<file path="src/rtl/fnd_bcd_scanner.sv">
// 4-digit FND back end: saturating double-dabble binary-to-BCD converter plus a
// common-anode digit scanner. Define FND_LEAD_ZERO_BLANK_EN to blank leading zeros.
module fnd_bcd_scanner #(
  parameter int unsigned SCAN_DIV = 100_000
) (
  input  logic        i_clk,
  input  logic        i_reset,
  input  logic [31:0] i_value,
  input  logic        i_load,
  output logic        o_busy,
  output logic [15:0] o_bcd,
  output logic [3:0]  o_com,
  output logic [7:0]  o_seg
);

  localparam int unsigned PW = (SCAN_DIV > 2) ? $clog2(SCAN_DIV) : 1;

  typedef enum logic [1:0] {IDLE, CONV, COMMIT} state_t;

  state_t      state;
  logic [13:0] shreg;
  logic [15:0] work;
  logic [15:0] adj;
  logic [3:0]  cnt;

  always_comb begin
    adj = work;
    for (int unsigned n = 0; n < 4; n++) begin
      if (work[n*4 +: 4] >= 4'd5) adj[n*4 +: 4] = work[n*4 +: 4] + 4'd3;
    end
  end

  always_ff @(posedge i_clk or posedge i_reset) begin
    if (i_reset) begin
      state  <= IDLE;
      shreg  <= '0;
      work   <= '0;
      cnt    <= '0;
      o_busy <= 1'b0;
      o_bcd  <= '0;
    end else begin
      case (state)
        IDLE: begin
          if (i_load) begin
            shreg  <= (i_value > 32'd9999) ? 14'd9999 : i_value[13:0];
            work   <= '0;
            cnt    <= '0;
            o_busy <= 1'b1;
            state  <= CONV;
          end
        end
        CONV: begin
          // {work, shreg} shifted left as one 30-bit register after the add-3 step
          work  <= {adj[14:0], shreg[13]};
          shreg <= {shreg[12:0], 1'b0};
          cnt   <= cnt + 4'd1;
          if (cnt == 4'd13) state <= COMMIT;
        end
        COMMIT: begin
          o_bcd  <= work;
          o_busy <= 1'b0;
          state  <= IDLE;
        end
        default: state <= IDLE;
      endcase
    end
  end

  logic [PW-1:0] presc;
  logic [1:0]    idx;

  always_ff @(posedge i_clk or posedge i_reset) begin
    if (i_reset) begin
      presc <= '0;
      idx   <= '0;
    end else if (presc == PW'(SCAN_DIV - 1)) begin
      presc <= '0;
      idx   <= idx + 2'd1;
    end else begin
      presc <= presc + PW'(1);
    end
  end

  logic [3:0] nib;
  logic       blank;
  logic [7:0] seg_next;

  always_comb begin
    nib   = o_bcd[3:0];
    blank = 1'b0;
    case (idx)
      2'd0: nib = o_bcd[3:0];
      2'd1: nib = o_bcd[7:4];
      2'd2: nib = o_bcd[11:8];
      default: nib = o_bcd[15:12];
    endcase
`ifdef FND_LEAD_ZERO_BLANK_EN
    // A digit is blank only when it and every more-significant digit are zero
    case (idx)
      2'd1: blank = (o_bcd[15:4] == 12'd0);
      2'd2: blank = (o_bcd[15:8] == 8'd0);
      2'd3: blank = (o_bcd[15:12] == 4'd0);
      default: blank = 1'b0;
    endcase
`endif
    case (nib)
      4'd0: seg_next = 8'hC0;
      4'd1: seg_next = 8'hF9;
      4'd2: seg_next = 8'hA4;
      4'd3: seg_next = 8'hB0;
      4'd4: seg_next = 8'h99;
      4'd5: seg_next = 8'h92;
      4'd6: seg_next = 8'h82;
      4'd7: seg_next = 8'hF8;
      4'd8: seg_next = 8'h80;
      4'd9: seg_next = 8'h90;
      default: seg_next = 8'hFF;
    endcase
    if (blank) seg_next = 8'hFF;
  end

  always_ff @(posedge i_clk or posedge i_reset) begin
    if (i_reset) begin
      o_com <= '1;
      o_seg <= '1;
    end else begin
      o_com <= ~(4'b0001 << idx);
      o_seg <= seg_next;
    end
  end

endmodule

</file>
<file path="config.mk">
export PLATFORM = sky130hd
export DESIGN_NAME = fnd_bcd_scanner
export DESIGN_NICKNAME = d
export VERILOG_FILES = /design/src/rtl/fnd_bcd_scanner.sv
export SDC_FILE = /design/constraint.sdc
export NUM_CORES = 1
export LEC_CHECK = 0
export ABC_AREA = 1
export BUFFER_PORTS_ARGS = -buffer_cell sky130_fd_sc_hd__buf_2
export CORE_AREA = 3 3 108 110
export CTS_CLUSTER_SIZE = 20
export DETAILED_ROUTE_END_ITERATION = 6
export DIE_AREA = 0 0 111 113
export SLEW_MARGIN = 20
export SYNTH_ARGS = -nofsm -noshare
export SYNTH_HDL_FRONTEND = slang
export SYNTH_SLANG_ARGS = --single-unit
</file>
<file path="constraint.sdc">
create_clock -name i_clk -period 4.6 [get_ports i_clk]
set_input_delay 0.23 -clock i_clk [delete_from_list [all_inputs] [get_ports i_clk]]
set_output_delay 0.23 -clock i_clk [all_outputs]
set_load 0.05 [all_outputs]
</file>
Word-level counts from Yosys, hierarchy flattened
Memory sizes are Yosys's and may differ from the RTL's. A register that Yosys moved wholly into a read port is not among the register bits.
Cells that the tools add are included.

cells by class
  $add $sub $neg = 7
  multiply operators = 0
  div/mod/pow operators = 0
  magnitude comparators = 5
  equality and inequality tests = 8
  shifts and indexed selects = 1
  mux-type cells = 18
  bitwise gates (word level) = 1
  reduce and logical (&&, ||, !) cells = 7

operators with widths
  kind                                                               count
  greater-than comparator 32 x 14 -> 1 bit, second input constant    1
  case mux 16 bit (2 select lines)                                   1
  two-way mux 14 bit                                                 2
  case mux 14 bit (2 select lines)                                   1
  adder 17 x 1 -> 17 bit, second input constant                      1
  == test 17 bit, second input constant                              1
  two-way mux 17 bit                                                 1
  greater-or-equal comparator 4 x 3 -> 1 bit, second input constant  4
  two-way mux 16 bit                                                 1
  two-way mux 4 bit                                                  4
  adder 4 x 2 -> 4 bit, second input constant                        3
  case mux 4 bit (3 select lines)                                    1
  case mux 4 bit (2 select lines)                                    1
  AND reduction 2 bit                                                3
  adder 4 x 1 -> 4 bit, second input constant                        1
  == test 2 x 1 -> 1 bit, second input constant                      2
  == test 2 bit, second input constant                               2
  == test 4 bit, second input constant                               1
  logical NOT 2 bit                                                  2
  two-way mux 2 bit                                                  2
  inequality test 2 bit, second input constant                       2
  NOT 4 bit                                                          1
  case mux 2 bit (2 select lines)                                    1
  nonzero test 2 bit                                                 2
  6 further kinds                                                    6

storage, ports and cells
  flip-flop bits (word level) = 84
  bits in latches = 0
  RAM bits = 0
  ROM bits = 112
  input port bits = 35
  output and inout bits = 29
  memories = 1

memories
  name              depth  bits a word  read ports  clocked after memory_dff  wr ports  line  text
  (name not given)  16     7            1           1                         0         106   case (nib)

Longest topological paths before layout
Gate-level depths: netlist (run 1).

  depth in word-level cells = 4
  gate-level depth with buffers = 11

Worst setup path before layout (run 1)
Ideal clock, no wire load.

  path kind = reg2reg
  start = register idx[0]
  end = register o_seg[3]
  library setup time = 0.080 ns
  data arrival time = 1.753 ns
  data required time = 4.520 ns
  setup slack = 2.767 ns
  stages on the path, launching flop included = 11
  path buffers = 0
  period minus slack after synthesis = 1.833 ns
  path through = dfrtp_1 > inv_1 > ha_1 > nand2_1 > nand2_1 > o22ai_1 > inv_1 > ha_1 > nand3b_1 > nand3_1 > nand2_1

on the way
  word-level cells in the longest chain between the ends = 2
  elaborated cells between the ends (all ways) = 4

RTL lines
  element                                      line  text
  from (decl)                                  70    logic [1:0] idx;
  from (signal assigned)                       78    idx <= idx + 2'd1;
  == test 2 bit, or another cell as far along  91    case (idx)
  case mux 4 bit (3 select lines) (*)          91
  to (decl)                                    13    output logic [7:0] o_seg

Every way passes the cells marked *; elsewhere a longest branch is shown, timed or not.
A chain may end at the register's enable or synchronous reset.

Worst setup path in the final report (run 1)
Ends and elaborated chain as after synthesis.

==> metrics.cfg, run 1 <==
[power]
power_density_nw_per_um2=584
ir_worst_vdd_uv=327
p_total_w=0.00285
power.leakage_nw=2.42

[critical_path]
crit_path_start_kind=flip-flop
critPathTopFamily=adder cells
rr_startpoint=idx[0]$_DFFE_PP0N_
crit_buf_inv=2
rrSetupSlack_ns=2.54
path_common_cell=nand2_1
crit_type=flip-flop to flip-flop
cp_num_cells=10
r2r-end=o_seg[3]$_DFF_PP1_
ff2ff_path_depth=10
critPathLaunch=idx[0]$_DFFE_PP0N_
crit_slowest_cell=dfrtp_1
crit_arrival_ns=2.35
cp_data_required_time_ns=4.89
end_kind=flip-flop
cp_max_fo=5
crit_chain=inv_1 -> ha_1 -> nand2_1 -> nand2_1 -> o22ai_1 -> inv_1 -> ha_1 -> nand3b_1 -> nand3_1 -> nand2_1
crit_path_max_incr_delay_ns=0.41

[sta]
slew_headroom_pct=48.1
final-setup-viol-count=0
rsz0062_at_grt=false
period_share_pct=44.8
finalHoldViolations=0
finalMaxSlewViolations=0
tns_ns=0
final.min_clock_period_ns=2.06
worstMarginPinSlew_ns=0.777
final.setup.worst_slack_ns=2.54
fin_skew_ns=0.0102
fmax_mhz=485
fin_hold_ws_ns=0.146

[drt]
wirelength_mm=8.88
drtAntennaViolNets=0
num_vias=3467
drc=0
drtPass1Iterations=4
drtIter0Drc=159
wire_per_inst_um=12.4
viasPerCell=4.84

[cts]
clkSlewWorstSetupHoldPaths_ns=0.08
cts_resized=0
cts_tree=yes
cts_root_buf=clkbuf_8
post_cts_buffers=0
clockBufferDepth=2
cts_buffers=9
postCtsHoldBufs=1
htreeDepth=3
cts_sinks=83
clkLatencyLatePin_ns=0.36

[finish]
mostFrequentLayoutCells=nand2_1, dfrtp_1, inv_1, buf_2, o21ai_0
diodes=0
syn_to_final_growth_pct=14.2
nets=629
finalNonFillerCells=716
final_common_cell=nand2_1
final_layout_size_suffix_gt1_share_pct=17.9

[synthesis]
syn_area_um2=4280
yosysSeqAreaShare_pct=48.9
async_reset_ff_share_pct=100
syn_inst=507
yosys_warnings=0
ys_ff_latch=83
synth-main-ff-cell=dfrtp_1
syn_nets=563
synth-edff-count=0
synthDistinctLibCells=34
syn_avg_cell_area_um2=8.44

[floorplan]
fp.coreArea_um2=10800
die_area_um2=12500
die_h_um=113
initial_utilization_pct=39.6
row_count=38
die_width_um=111
ios=64

[global_routing]
antenna_found_initial=0
first_global_vias=3327
globalRouteTotalUtil_pct=15.3
grt_max_degree=57
overflow=0
grt_pass1_wl_mm=15.8

[outcome]
outcome=completed

[placed_design]
place_ws_ns=2.55
io_buffer_count=62
dp_hpwl_mm=6.66
dp.cells=701
gp_congestion=0.868

[worst_hold_path]
hp-class=input port to flip-flop
worstHoldPathCells=3
hp-start=i_value[5]
holdPathEnd=shreg[5]$_DFFE_PP0P_

[job]
drv_cap=0

-- sequential cells by signal, summed over array words and instances, names as in the netlist --
name    cells
state       2
o_bcd      16
shreg      14
o_seg       7
cnt         4
presc      17
idx         2
work       16
o_com       4
o_busy      1
-- kinds of logic (layout without fill, tap and decap cells) --
kind of cell / count (synthesis) / count (layout) / share of synthesized area (%)
adders and majority gates: 21 / 21 / 6.14
xor gates and xnor gates: 10 / 10 / 2.05
buffers and inverters: 79 / 148 / 7.72
DFF: 83 / 83 / 48.9
other: 1 / 1 / 0.0877
AOI/OAI and AO/OA: 105 / 105 / 13.6
and+or+nand+nor: 207 / 207 / 21.3
muxes: 1 / 1 / 0.234
-- final cells by class --
cell class	instances	area [um^2]
clock buffers	11	151
clock inverters	3	15.0
fillers	1076	5910
inverters	70	267
multi-input cells	345	1860
flip-flops and latches	83	2090
well taps	140	175
repair buffers	64	328
-- worst max path at each step --
stage                              end  slack [ns]
floorplan           cnt[0]$_DFFE_PP0P_        2.25
global route        o_seg[3]$_DFF_PP1_        2.31
CTS                 o_seg[3]$_DFF_PP1_        2.54
finish              o_seg[3]$_DFF_PP1_        2.54
global placement    o_seg[3]$_DFF_PP1_        2.67
detailed placement  o_seg[3]$_DFF_PP1_        2.55
-- routing by layer --
| metal | up-vias | track usage (%) | part of all wire [%] |
|---|---|---|---|
| li1 | 1787 | - | - |
| met1 | 1614 | 19.8 | 48 |
| met2 | 61 | 25.3 | 47 |
| met3 | 5 | 4.12 | 4.0 |
| met4 | 0 | 4.43 | 0.77 |
| met5 | - | 0 | 0 |
-- worst min-delay path, cell delays in order --
cell and delay [ns]:
buf_2 0.11, nand2_1 0.05, o21ai_0 0.07
-- metrics by stage --
step                      util [%]  instance area [um^2]
final                         45.2                  4880
after CTS                     45.2                  4880
after floorplan                  -                  4280
after global placement        43.6                  4710
after detailed placement      43.6                  4710
after global routing          45.2                  4880
-- synthesized netlist by cell type, types with 3 or more instances --
| cell type | count | share of area, % |
|---|---|---|
| buf_6 | 3 | 0.79 |
| a21oi_1 | 21 | 2.5 |
| nor3_1 | 15 | 1.8 |
| nor2_1 | 41 | 3.6 |
| o21ai_0 | 59 | 6.9 |
| nand2_1 | 107 | 9.4 |
| dfrtp_1 | 72 | 42 |
| inv_1 | 66 | 5.8 |
| inv_2 | 3 | 0.26 |
| clkbuf_1 | 3 | 0.26 |
| ha_1 | 21 | 6.1 |
| o22ai_1 | 8 | 1.2 |
| nand4_1 | 5 | 0.73 |
| a22oi_1 | 6 | 1.1 |
| xor2_1 | 10 | 2.0 |
| dfstp_2 | 11 | 6.8 |
| nor2_4 | 3 | 0.79 |
| nand3_1 | 25 | 2.9 |
| o22a_1 | 6 | 1.2 |
| or2_2 | 4 | 0.59 |
-- where the power goes --
part,internal [W],switching [W]
Combinational,0.000394,0.000836
Clock,0.000217,0.000249
Sequential,0.000990,0.000164
Total,0.00160,0.00125
No activity file was read; power rests on OpenSTA's default activity.
==> run 2, diff against run 1 <==
- clock period: 4.6 -> 1.8 ns (I/O delays scaled with it)
==> run 2 against run 1 <==
Effect of this change:
- worst setup slack got worse by 2.4 ns
- routed wire length decreased by 0.32%
- maximum frequency increased by 22%
- combinational power increased to 2.7 times the previous value
- critical path depth unchanged
- count of clock-buffer cells in the layout increased by 4
- via count increased by 1.8%
- critical path type unchanged
- largest power group unchanged
==> metrics.cfg, run 2 (same netlist as run 1, synthesis figures left out) <==
[sta]
finalMaxSlewViolations=0
period_share_pct=93.7
final.setup.worst_slack_ns=0.114
worstMarginPinSlew_ns=0.788
fmax_mhz=593
final-setup-viol-count=0
final.min_clock_period_ns=1.69
slew_headroom_pct=47.4
rsz0062_at_grt=true
fin_skew_ns=0.00960
finalHoldViolations=0
fin_hold_ws_ns=0.0144

[drt]
drc=0
wirelength_mm=8.85
num_vias=3531
wire_per_inst_um=12.1
drtIter0Drc=106
drtAntennaViolNets=0
drtPass1Iterations=5
viasPerCell=4.82

[global_routing]
antenna_found_initial=0
globalRouteTotalUtil_pct=14.8
grt_pass1_wl_mm=15.6
grt_max_degree=52
first_global_vias=3493
overflow=0

[cts]
clkLatencyLatePin_ns=0.35
cts_sinks=83
cts_buffers=9
cts_tree=yes
clockBufferDepth=2
htreeDepth=3
clkSlewWorstSetupHoldPaths_ns=0.08
cts_root_buf=clkbuf_8

[critical_path]
r2r-end=o_seg[3]$_DFF_PP1_
crit_path_start_kind=flip-flop
rrSetupSlack_ns=0.11
cp_max_fo=4
crit_arrival_ns=1.97
crit_type=flip-flop to flip-flop
end_kind=flip-flop
ff2ff_path_depth=10
rr_startpoint=idx[0]$_DFFE_PP0N_
cp_data_required_time_ns=2.08

[finish]
syn_to_final_growth_pct=19.1
largest_reg_flops=17
finalNonFillerCells=733
mostFrequentLayoutCells=nand2_1, dfrtp_1, inv_1, buf_2, o21ai_0
top_register=presc
final_common_cell=nand2_1
nets=644
top_regs=presc x17, o_bcd x16, work x16
diodes=0
final_layout_size_suffix_gt1_share_pct=21.2

[placed_design]
dp.cells=715
io_buffer_count=62
gp_congestion=0.890
dp_hpwl_mm=6.75
place_ws_ns=-0.0133

[floorplan]
initial_utilization_pct=39.6
row_count=38
die_h_um=113
die_area_um2=12500
ios=64
die_width_um=111
fp.coreArea_um2=10800

[worst_hold_path]
hp-class=input port to flip-flop
worstHoldPathCells=3
hp-start=i_value[7]
holdPathEnd=shreg[7]$_DFFE_PP0P_

[job]
drv_cap=0

[power]
power.leakage_nw=2.51
power_density_nw_per_um2=1490
ir_worst_vdd_uv=936

[outcome]
outcome=completed

run 2: changes by cell type in the layout (fill, tap and decap cells not counted), moves of 2 or more:
cell and delta:
buf_12 +2, inv_1 -3, o22ai_2 +2, inv_2 +3
clkinv_2 -4, ha_1 -3, o22ai_1 -2, buf_4 +13
ha_2 +3, clkbuf_1 +3
run 2: per-stage QoR:
step                      util (%)  area [um^2]  setup TNS (ns)  power (W)
after global routing          47.2         5090         -0.0449    0.00828
after global placement        44.9         4840               0    0.00620
after detailed placement      44.9         4840         -0.0133    0.00628
after CTS                     47.0         5070               0    0.00768
final                         47.2         5090               0    0.00760
after floorplan                  -         4290               0    0.00548
run 2: worst max path at each step:
stage                            start                  to  slack, ns
floorplan           idx[0]$_DFFE_PP0N_  o_seg[3]$_DFF_PP1_       0.07
global placement    idx[0]$_DFFE_PP0N_  o_seg[3]$_DFF_PP1_       0.05
detailed placement  idx[1]$_DFFE_PP0N_  o_seg[3]$_DFF_PP1_      -0.01
CTS                 idx[0]$_DFFE_PP0N_  o_seg[3]$_DFF_PP1_       0.04
global route        idx[1]$_DFFE_PP0N_  o_seg[0]$_DFF_PP1_      -0.03
finish              idx[0]$_DFFE_PP0N_  o_seg[3]$_DFF_PP1_       0.11
run 2: cell type report:
type	instances	area, um^2
Sequential cell	83	2090
Multi-Input combinational cell	345	1890
Tap cell	140	175
Fill cell	1053	5700
Clock buffer	15	176
Timing Repair Buffer	79	465
Inverter	70	269
Clock inverter	1	30.0
run 2: per-layer routing:
layer	part of all wire, %	track usage (%)	vias to the layer above
li1	-	-	1814
met1	46	18.2	1617
met2	48	25.6	86
met3	5.1	4.12	14
met4	1.2	4.27	0
met5	0	0	-
run 2: worst max-delay path, stage by stage (launching register included):
cell and delay, ns:
dfrtp_1 0.42, inv_2 0.08, ha_2 0.21, nand2_1 0.06, nand2_1 0.06, o22ai_2 0.12, inv_1 0.08, ha_1 0.28
nand3b_1 0.18, nand3_1 0.08, nand2_1 0.05
run 2: timing repair:
item,CTS,global route
buffers inserted,0,1
gates resized for setup,1,9
endpoints found under the setup margin,3,8
hold buffers,1,0
endpoints found under the hold margin,74,0
run 2: where the power goes:
part           leakage (nW)  switching (W)  internal (W)
Combinational          1.42        0.00216       0.00112
Clock                 0.104       0.000608      0.000758
Sequential            0.987       0.000420       0.00253
